## src/rtl/mackerel_bus_pkg.sv

```systemverilog
// -----------------------------------------------------------------------------
// mackerel_bus_pkg
// Shared types and constants for the Mackerel 68000 bus controller.
//   cyc_state_t : bus-cycle FSM states
//   region_t    : decoded target of the current bus cycle
//   FC_IACK     : function code of the CPU interrupt-acknowledge space
//   DECODE_LSB  : lowest CPU address bit seen by the decoder
//   ROM/IO match: value of the lowest decoded address bit for the ROM and IO
//                 windows (all higher decoded bits are 1 for both)
// -----------------------------------------------------------------------------
package mackerel_bus_pkg;

   typedef enum logic [1:0] {
      ST_IDLE,
      ST_WAIT,
      ST_ACK,
      ST_ERR
   } cyc_state_t;

   typedef enum logic [2:0] {
      RGN_ROM,
      RGN_RAM,
      RGN_IO,
      RGN_IACK_VEC,
      RGN_IACK_AUTO,
      RGN_NONE
   } region_t;

   localparam logic [2:0]  FC_IACK       = 3'd7;
   localparam int          DECODE_LSB    = 15;
   localparam logic        ROM_LSB_MATCH = 1'b1;
   localparam logic        IO_LSB_MATCH  = 1'b0;
   localparam int          BOOT_CNT_W    = 8;

endpackage

```

## src/rtl/mackerel_boot_overlay.sv

```systemverilog
// -----------------------------------------------------------------------------
// mackerel_boot_overlay
// Counts CPU bus cycles after reset and raises a sticky BOOT flag once the
// first BOOT_CYCLES cycles have completed.
//   CLK  in  : CPU clock
//   RST  in  : asynchronous reset, active-low
//   AS   in  : address strobe, active-low
//   BOOT out : 0 while ROM is overlaid at address 0, 1 afterwards
// -----------------------------------------------------------------------------
module mackerel_boot_overlay
   import mackerel_bus_pkg::*;
#(
   parameter int BOOT_CYCLES = 8
) (
   input  logic CLK,
   input  logic RST,
   input  logic AS,
   output logic BOOT
);

   localparam logic [BOOT_CNT_W-1:0] BOOT_LIMIT = BOOT_CNT_W'(BOOT_CYCLES);
   localparam logic [BOOT_CNT_W-1:0] CNT_MAX    = '1;

   logic                  as_q;
   logic [BOOT_CNT_W-1:0] cyc_cnt;
   logic                  as_fall;

   // A new bus cycle starts where AS was high last clock and is low now.
   assign as_fall = as_q & ~AS;

   // NOTE: clocked state uses non-blocking assignments so every register
   // samples the pre-edge values regardless of statement order.
   always_ff @(posedge CLK or negedge RST) begin
      if (!RST) begin
         as_q    <= 1'b1;
         cyc_cnt <= '0;
         BOOT    <= 1'b0;
      end else begin
         as_q <= AS;
         if (as_fall && (cyc_cnt != CNT_MAX))
            cyc_cnt <= cyc_cnt + 1'b1;
         // Leave the overlay only between cycles, never inside one.
         if (AS && (cyc_cnt >= BOOT_LIMIT))
            BOOT <= 1'b1;
      end
   end

endmodule

```

## src/rtl/mackerel_bus_controller.sv

```systemverilog
// -----------------------------------------------------------------------------
// mackerel_bus_controller
// Address/function-code decoder, boot ROM overlay, wait-state DTACK generator,
// interrupt-acknowledge decoder and bus-cycle timeout for the Mackerel board.
//   CLK, RST  in : clock, asynchronous active-low reset
//   ADDR      in : CPU A[ADDR_W-1:15]
//   A_LO      in : CPU A3..A1 (interrupt level during IACK)
//   FC        in : CPU function codes
//   AS        in : address strobe, active-low
//   DTACK_IO  in : I/O device acknowledge, active-low
//   ROMEN, RAMEN[RAM_BANKS-1:0], IOEN out : chip selects, active-low
//   IACK      out: interrupt acknowledge to the I/O device, active-low
//   DTACK, BERR, VPA out : CPU handshake, active-low
//   BOOT      out: 0 while the ROM overlay is active
// -----------------------------------------------------------------------------
module mackerel_bus_controller
   import mackerel_bus_pkg::*;
#(
   parameter int ADDR_W        = 22,
   parameter int RAM_BANKS     = 2,
   parameter int RAM_BANK_BITS = 19,
   parameter int BOOT_CYCLES   = 8,
   parameter int ROM_WAIT      = 2,
   parameter int RAM_WAIT      = 0,
   parameter int TIMEOUT       = 255,
   parameter int IO_IRQ_LEVEL  = 6
) (
   input  logic                 CLK,
   input  logic                 RST,
   input  logic [ADDR_W-16:0]   ADDR,
   input  logic [2:0]           A_LO,
   input  logic [2:0]           FC,
   input  logic                 AS,
   input  logic                 DTACK_IO,
   output logic                 ROMEN,
   output logic [RAM_BANKS-1:0] RAMEN,
   output logic                 IOEN,
   output logic                 IACK,
   output logic                 DTACK,
   output logic                 BERR,
   output logic                 VPA,
   output logic                 BOOT
);

   localparam int         FIELD_W    = ADDR_W - DECODE_LSB;
   localparam int         BANK_LSB   = RAM_BANK_BITS - DECODE_LSB;
   localparam int         BANK_W     = ADDR_W - RAM_BANK_BITS;
   localparam logic [2:0] IRQ_LVL    = 3'(IO_IRQ_LEVEL);
   localparam logic [3:0] ROM_WAIT_C = 4'(ROM_WAIT);
   localparam logic [3:0] RAM_WAIT_C = 4'(RAM_WAIT);
   localparam logic [9:0] TMO_LIMIT  = 10'(TIMEOUT);

   function automatic region_t decode_region(
      input logic [FIELD_W-1:0] f_addr,
      input logic [2:0]         f_fc,
      input logic [2:0]         f_lvl,
      input logic               f_boot
   );
      region_t rgn_v;
      if (f_fc == FC_IACK)
         rgn_v = (f_lvl == IRQ_LVL) ? RGN_IACK_VEC : RGN_IACK_AUTO;
      else if (!f_boot)
         rgn_v = RGN_ROM;
      else if (&f_addr[FIELD_W-1:1] && (f_addr[0] == ROM_LSB_MATCH))
         rgn_v = RGN_ROM;
      else if (&f_addr[FIELD_W-1:1] && (f_addr[0] == IO_LSB_MATCH))
         rgn_v = RGN_IO;
      else if (int'(f_addr[FIELD_W-1:BANK_LSB]) < RAM_BANKS)
         rgn_v = RGN_RAM;
      else
         rgn_v = RGN_NONE;
      return rgn_v;
   endfunction

   logic       boot_flag;
   logic       cyc_act;
   logic       acked;
   region_t    rgn, rgn_q, rgn_d;
   cyc_state_t state_q, state_d;
   logic [3:0] wait_q, wait_d;
   logic [9:0] tmo_q, tmo_d;

   mackerel_boot_overlay #(
      .BOOT_CYCLES (BOOT_CYCLES)
   ) u_boot (
      .CLK  (CLK),
      .RST  (RST),
      .AS   (AS),
      .BOOT (boot_flag)
   );

   assign BOOT = boot_flag;
   assign rgn  = decode_region(ADDR, FC, A_LO, boot_flag);

   // Every strobe is gated by AS and by reset so all outputs idle high the
   // instant AS rises or RST falls, independent of the registered state.
   assign cyc_act = ~AS & RST;

   assign ROMEN = ~(cyc_act && (rgn == RGN_ROM));
   assign IOEN  = ~(cyc_act && (rgn == RGN_IO));
   assign IACK  = ~(cyc_act && (rgn == RGN_IACK_VEC));

   for (genvar k = 0; k < RAM_BANKS; k++) begin : g_ramen
      assign RAMEN[k] = ~(cyc_act && (rgn == RGN_RAM) &&
                          (ADDR[FIELD_W-1:BANK_LSB] == BANK_W'(k)));
   end

   // Vectored IACK passes the device acknowledge straight through; the FSM
   // still tracks the cycle so it times out if the device never answers.
   assign DTACK = ~(cyc_act &&
                    (((state_q == ST_ACK) && (rgn_q != RGN_IACK_AUTO)) ||
                     ((rgn == RGN_IACK_VEC) && !DTACK_IO && (state_q != ST_ERR))));
   // Autovector is requested from the first edge of the cycle onwards.
   assign VPA   = ~(cyc_act && (rgn_q == RGN_IACK_AUTO) &&
                    ((state_q == ST_WAIT) || (state_q == ST_ACK)));
   assign BERR  = ~(cyc_act && (state_q == ST_ERR));

   always_ff @(posedge CLK or negedge RST) begin
      if (!RST) begin
         state_q <= ST_IDLE;
         rgn_q   <= RGN_NONE;
         wait_q  <= '0;
         tmo_q   <= '0;
      end else begin
         state_q <= state_d;
         rgn_q   <= rgn_d;
         wait_q  <= wait_d;
         tmo_q   <= tmo_d;
      end
   end

   // NOTE: every signal assigned here gets a default first, so no path can
   // leave it unassigned and infer a latch.
   always_comb begin
      state_d = state_q;
      rgn_d   = rgn_q;
      wait_d  = wait_q;
      tmo_d   = tmo_q;
      acked   = 1'b0;
      unique case (state_q)
         ST_IDLE: begin
            tmo_d = '0;
            if (!AS) begin
               rgn_d   = rgn;
               wait_d  = (rgn == RGN_ROM) ? ROM_WAIT_C :
                         (rgn == RGN_RAM) ? RAM_WAIT_C : 4'd0;
               state_d = ST_WAIT;
            end
         end
         ST_WAIT: begin
            tmo_d = tmo_q + 10'd1;
            unique case (rgn_q)
               RGN_ROM, RGN_RAM: begin
                  acked = (wait_q == 4'd0);
                  if (!acked)
                     wait_d = wait_q - 4'd1;
               end
               RGN_IO, RGN_IACK_VEC: acked = !DTACK_IO;
               RGN_IACK_AUTO:        acked = 1'b1;
               default:              acked = 1'b0;
            endcase
            // Acknowledge is tested before timeout so it wins a tie.
            if (AS)
               state_d = ST_IDLE;
            else if (acked)
               state_d = ST_ACK;
            else if (tmo_d == TMO_LIMIT)
               state_d = ST_ERR;
         end
         ST_ACK, ST_ERR: begin
            if (AS)
               state_d = ST_IDLE;
         end
         default: state_d = ST_IDLE;
      endcase
   end

endmodule

```

## config.mk

```make
export PLATFORM = sky130hd
export DESIGN_NAME = mackerel_bus_controller
export DESIGN_NICKNAME = d
export VERILOG_FILES = /design/src/rtl/mackerel_bus_pkg.sv /design/src/rtl/mackerel_boot_overlay.sv /design/src/rtl/mackerel_bus_controller.sv
export SDC_FILE = /design/constraint.sdc
export NUM_CORES = 1
export LEC_CHECK = 0
export ABC_AREA = 0
export CORE_ASPECT_RATIO = 0.8
export CORE_MARGIN = 2
export CORE_UTILIZATION = 58
export CTS_CLUSTER_SIZE = 16
export DETAILED_ROUTE_END_ITERATION = 7
export PLACE_DENSITY = 0.95
export SLEW_MARGIN = 20
export SYNTH_ARGS = -nofsm -noshare
export SYNTH_HDL_FRONTEND = slang
export SYNTH_HIERARCHICAL = 1
export SYNTH_SLANG_ARGS = --single-unit
export TNS_END_PERCENT = 50
```

## constraint.sdc

```tcl
create_clock -name CLK -period 3.66 [get_ports CLK]
set_input_delay 0.915 -clock CLK [delete_from_list [all_inputs] [get_ports CLK]]
set_output_delay 0.915 -clock CLK [all_outputs]
set_load 0.03 [all_outputs]
```

== After elaboration in Yosys (flattened, before gate mapping) ==
Cells that the tools add are included.

* Word-level logic and storage cells: 99
* Bits of input ports: 17
* Register bits: 29
* Output and inout port bits: 9

* $lt $le $gt $ge: 2
* Bitwise gates (word level): 12
* Reduce and logical (&&, ||, !) cells: 33
* Mux-type cells: 20
* Add/sub/neg operators: 3
* Equal/unequal tests: 22

{| class="wikitable"
|+ Operators with widths
! operator !! number
|-
| 10-bit case mux with 2 select lines || 1
|-
| 3-bit two-way mux || 6
|-
| 1-bit logical AND || 17
|-
| 3-bit by 2-bit equality test with 1-bit output, second input constant || 4
|-
| 2-bit two-way mux || 6
|-
| 4-bit two-way mux || 3
|-
| 10-bit by 1-bit adder with 10-bit output, second input constant || 1
|-
| 10-bit by 8-bit equality test with 1-bit output, second input constant || 1
|-
| 1-bit NOT || 10
|-
| 3-bit by 1-bit equality test with 1-bit output, second input constant || 3
|-
| 3-bit equality test, second input constant || 3
|-
| 3-bit logical NOT || 3
|-
| 8-bit by 1-bit adder with 8-bit output, second input constant || 1
|-
| 8-bit by 4-bit greater-or-equal comparator with 1-bit output, second input constant || 1
|-
| 2-bit != test, second input constant || 4
|-
| 8-bit != test, second input constant || 1
|-
| 4-bit case mux with 2 select lines || 1
|-
| 2-bit case mux with 3 select lines || 1
|-
| 6-bit AND reduction || 1
|-
| 2-bit OR reduction || 3
|-
| 2-bit equality test, second input constant || 2
|-
| 4-bit logical NOT || 1
|-
| 4-bit by 2-bit != test with 1-bit output, second input constant || 1
|-
| 4-bit AND reduction || 1
|-
| other kinds (14) || 16
|}

== Depth between registers and ports, before layout ==
* Depth after elaboration: 12
* Depth in mapped cells: 8
* Mapped depth without buffers: 7

== Modules after synthesis ==
The synthesis kept the hierarchy.

{| class="wikitable"
|+ By module, submodules not included
! module !! area each (µm²) !! cells an instance !! sequential area each (µm²) !! times used
|-
| mackerel_bus_controller || 1,291.2 || 155 || 478.0 || 1
|-
| mackerel_boot_overlay || 498.0 || 44 || 251.5 || 1
|}

== Worst setup path before layout ==
No wires, ideal clock.

* Kind: input-to-output
* Start point: in FC[1]
* End point: out DTACK
* Data required time: 2,745 ps
* Stages on the path: 4
* Arrival: 1,963 ps
* Slack: 782 ps
* Buffers on the path: 0
* Cells stage by stage: nand3_1 -> nor3_1 -> nor3b_1 -> o21ai_0

* Longest elaborated chain between the ends: 8

{| class="wikitable"
|+ RTL lines
! item !! line !! text
|-
| from (decl) || mackerel_bus_controller.sv:32 || <nowiki>input logic [2:0] FC,</nowiki>
|-
| 3-bit equality test || mackerel_bus_controller.sv:60 || <nowiki>if (f_fc == FC_IACK)</nowiki>
|-
| 3-bit two-way mux || mackerel_bus_controller.sv:60 ||
|-
| 3-bit by 2-bit equality test with 1-bit output || mackerel_bus_controller.sv:112 || <nowiki>((rgn == RGN_IACK_VEC) && !DTACK_IO && (state_q != ST_ERR))));</nowiki>
|-
| 1-bit logical AND (2 in series) || mackerel_bus_controller.sv:112 ||
|-
| 1-bit logical OR || mackerel_bus_controller.sv:111 || <nowiki>(((state_q == ST_ACK) && (rgn_q != RGN_IACK_AUTO)) ||</nowiki>
|-
| 1-bit logical AND || mackerel_bus_controller.sv:110 || <nowiki>assign DTACK = ~(cyc_act &&</nowiki>
|-
| 1-bit NOT || mackerel_bus_controller.sv:110 ||
|-
| to (decl) || mackerel_bus_controller.sv:39 || <nowiki>output logic DTACK,</nowiki>
|}

Every way passes these cells.

== Final worst setup path ==
* Start point: in ADDR[4]
* End point: out IOEN

* Longest elaborated chain between the ends: 9
* Elaborated cells on any way between the ends: 12
* Those cells by class: 1 x order compare; 1 x eq/ne; 5 x mux; 1 x bitwise; 4 x reduce/logical

{| class="wikitable"
|+ RTL lines
! item !! line !! text
|-
| from (decl) || mackerel_bus_controller.sv:30 || <nowiki>input logic [ADDR_W-16:0] ADDR,</nowiki>
|-
| 3-bit by 2-bit < comparator with 1-bit output / 6-bit AND reduction (equally long branches) || mackerel_bus_controller.sv:68, mackerel_bus_controller.sv:64, mackerel_bus_controller.sv:66 ||
|-
| 3-bit two-way mux / 1-bit logical AND (equally long branches) || mackerel_bus_controller.sv:68, mackerel_bus_controller.sv:66 ||
|-
| 3-bit two-way mux || mackerel_bus_controller.sv:66 || <nowiki>else if (&f_addr[FIELD_W-1:1] && (f_addr[0] == IO_LSB_MATCH))</nowiki>
|-
| 3-bit two-way mux (*) || mackerel_bus_controller.sv:64 || <nowiki>else if (&f_addr[FIELD_W-1:1] && (f_addr[0] == ROM_LSB_MATCH))</nowiki>
|-
| 3-bit two-way mux (*) || mackerel_bus_controller.sv:62 || <nowiki>else if (!f_boot)</nowiki>
|-
| 3-bit two-way mux (*) || mackerel_bus_controller.sv:60 ||
|-
| 3-bit by 2-bit equality test with 1-bit output (*) || mackerel_bus_controller.sv:100 || <nowiki>assign IOEN = ~(cyc_act && (rgn == RGN_IO));</nowiki>
|-
| 1-bit logical AND (*) || mackerel_bus_controller.sv:100 ||
|-
| 1-bit NOT (*) || mackerel_bus_controller.sv:100 ||
|-
| to (decl) || mackerel_bus_controller.sv:37 || <nowiki>output logic IOEN,</nowiki>
|}

Mark *: on every way between the ends. The rest lies on a longest branch, timed or not.

==> results.ini <==
[yosys]
async_flop_share_pct = 100
syn_area_um2 = 1790
syn_nets = 226
yosys.area.top_type = dfrtp_1
synth_edf_count = 0
yosysUniqueCellTypes = 44
synth_commonest_cells = 32 x nand2_1, 26 x dfrtp_1, 20 x nor2_1, 10 x ha_1, 10 x o21ai_0
yosys-top-cells-area = dfrtp_1 36%, ha_1 7.0%, nand2_1 6.7%, dfstp_2 4.4%, nor2_1 4.2%
ys.flop_type = dfrtp_1
synth-seq-cells = 29
synthMostInstantiatedCell = nand2_1
ys_warn_count = 6
avgSynthCellArea_um2 = 8.99
synth_top_area_share_pct = 36.4
yosysSeqAreaShare_pct = 40.8
synth_cells = 199

[route]
route.layer.met1.wl_um = 1840
ant_nets = 0
dr_wl_met3_um = 140
drt_iter0_drc = 97
route.met2.wl_um = 1710
top_layer = met4
wl_per_cell_um = 13.8
drc = 0
vias = 1507
drt_first_pass_iters = 4
drt_wl_total_um = 3770
via_per_inst = 5.54

[pwr]
leakage_nw = 0.919
powerDensity_nw_per_um2 = 609
vdd_drop_max_mv = 0.322

[sta]
slew_headroom_pct = 68.1
rsz0062_at_grt = no
report.final.slew_viol_count = 0
fmax_mhz = 283
fin_ws_ns = 0.129
clock_skew_ns = 0.00742
setup_violations = 0
worst_pin_slew_ns = 0.476
hold_viol = 0
final.period_utilization_pct = 96.5
fin_crit_ns = 3.53

[clock_network]
clk_pin_slew_worst_paths_ns = 0.05
cts.sinks = 29
post_cts_buffers = 0
cts-htree-levels = 2
cts-root-buf = clkbuf_8
cts_tree = yes
cts_resized = 1
cts-hold-fix-buffers = 0
cts_inserted_buffers = 5
insertion_delay_ns = 0.29
clock_path_buffers = 2

[floorplanning]
die_h_um = 53.7
ios = 26
start_util_pct = 59.3
die_area_um2 = 3550
rows = 18
chipWidth_um = 66.1
fp.coreArea_um2 = 3020

[worst_setup_path]
end_kind = primary output
worstSetupStartpoint = ADDR[4]
cp.required_ns = 2.74
cp_max_fo = 3
cp_data_arrival_time_ns = 2.62
path_class = input port to primary output
cp-start-kind = input port
reg2reg_from = state_q[1]$_DFFE_PN0P_

[worst_hold_path]
worstHoldPathType = flip-flop to flip-flop
hp-start = wait_q[1]$_DFFE_PN0P_

[finish]
nets = 258
fin_area_um2 = 2200
diodes = 0
drive_above_1_share_pct = 10.3
n_fill_cell = 214
area_growth_syn_to_layout_pct = 22.8

[global_route]
grt_max_degree = 30
grt_pass1_wl_um = 6200
grt_use_total_pct = 23.8
overflow = 0
antenna_found_initial = 0
grt_pass1_vias = 1414

[job]
cap_viol_max_count = 0

[placed_design]
placed_cell_area_um2 = 2100
dpl_worst_slack_ns = -0.00885
io_buffers = 25
place_congestion = 0.803
dp_hpwl_um = 2790

[status]
outcome = finished, final reports clean

[through the flow]
stage / util, % / hold slack [ns] / std cells / power, W / TNS [ns]
2_1_floorplan: - / 0.458 / 199 / 0.000924 / 0
3_3_place_gp: 69.6 / 0.470 / 264 / 0.00103 / 0
3_5_place_dp: 69.6 / 0.498 / 264 / 0.00107 / -0.00885
4_1_cts: 72.6 / 0.510 / 272 / 0.00134 / 0
5_1_grt: 72.8 / 0.516 / 272 / 0.00144 / 0
6_report: 72.8 / 0.510 / 272 / 0.00134 / 0
[registers in the layout, indices dropped and copies added (netlist names)]
signal / count
u_boot/cyc_cnt: 8
tmo_q: 10
u_boot/as_q: 1
u_boot/BOOT: 1
wait_q: 4
rgn_q: 3
state_q: 2
[worst paths after layout]
kind | slack [ns] | depth (start not counted) | endpoint
max in group asynchronous | 2.23 | 2 | u_boot/as_q$_DFF_PN1_
min in group asynchronous | 1.11 | 2 | tmo_q[3]$_DFFE_PN0P_
worst max register to register | 1.62 | 6 | wait_q[1]$_DFFE_PN0P_
worst min-delay path | 0.51 | 1 | wait_q[1]$_DFFE_PN0P_
worst max-delay path | 0.13 | 5 | IOEN
worst min register to register | 0.51 | 1 | wait_q[1]$_DFFE_PN0P_
[placed cells by master (no fill, tap or decap), drive strengths merged, types with 2 or more instances in the layout]
| master | Yosys | final |
|---|---|---|
| xnor2 | 6 | 6 |
| mux2 | 2 | 2 |
| nor3 | 3 | 3 |
| nor2b | 3 | 3 |
| o21ai | 10 | 10 |
| or4 | 2 | 2 |
| and4 | 2 | 2 |
| dfstp | 3 | 3 |
| clkdlybuf4s50 | 0 | 21 |
| o31ai | 2 | 2 |
| o22ai | 8 | 8 |
| nor2 | 21 | 21 |
| and3 | 2 | 2 |
| clkbuf | 3 | 8 |
| inv | 9 | 9 |
| dfrtp | 26 | 26 |
| nand4 | 4 | 4 |
| a21oi | 5 | 5 |
| nand3b | 2 | 2 |
| buf | 2 | 5 |
| nand3 | 8 | 8 |
| ha | 10 | 10 |
| dlymetal6s2s | 0 | 3 |
| xor2 | 8 | 8 |
| a31oi | 2 | 2 |
| nand2 | 32 | 32 |
| mux2i | 3 | 3 |
| nor3b | 5 | 5 |
| nand2b | 5 | 5 |
[cells by family after synthesis]
| logic type | Yosys count | synth area share [%] |
|---|---|---|
| compound gates | 32 | 10.9 |
| xor+xnor | 14 | 6.85 |
| fa+ha+maj | 10 | 6.99 |
| buf+inv | 15 | 3.57 |
| flops | 29 | 40.8 |
| mux | 5 | 2.94 |
| simple gates | 94 | 28.0 |
[critical path, cell delays in order]
cell and delay, ns:
clkdlybuf4s50_1 0.49, nand4_1 0.12, nor4_1 0.39, nand2_1 0.09, clkdlybuf4s50_1 0.61
[power breakdown]
group / internal [W] / total [W] / switching, W
Combinational: 0.000227 / 0.000525 / 0.000298
Sequential: 0.000427 / 0.000544 / 0.000117
Clock: 0.000153 / 0.000270 / 0.000117
Total: 0.000806 / 0.00134 / 0.000532
[metal layers]
layer  track usage (%)  vias to the layer above
met1              30.1                      711
met2              38.8                       29
met4              10.2                        0
met5                 0                        -
met3              6.49                       10
li1                  -                      757
[layout make-up]
class / instances / area (µm²) / share of cell area, %
clock buffer: 8 / 90.1 / 4.10
inverter: 10 / 37.5 / 1.71
multi-input combinational: 155 / 996 / 45.3
sequential: 29 / 729 / 33.2
tap: 40 / 50.0 / 2.28
timing repair buffer: 30 / 294 / 13.4
(Power assumes the default switching activity.)
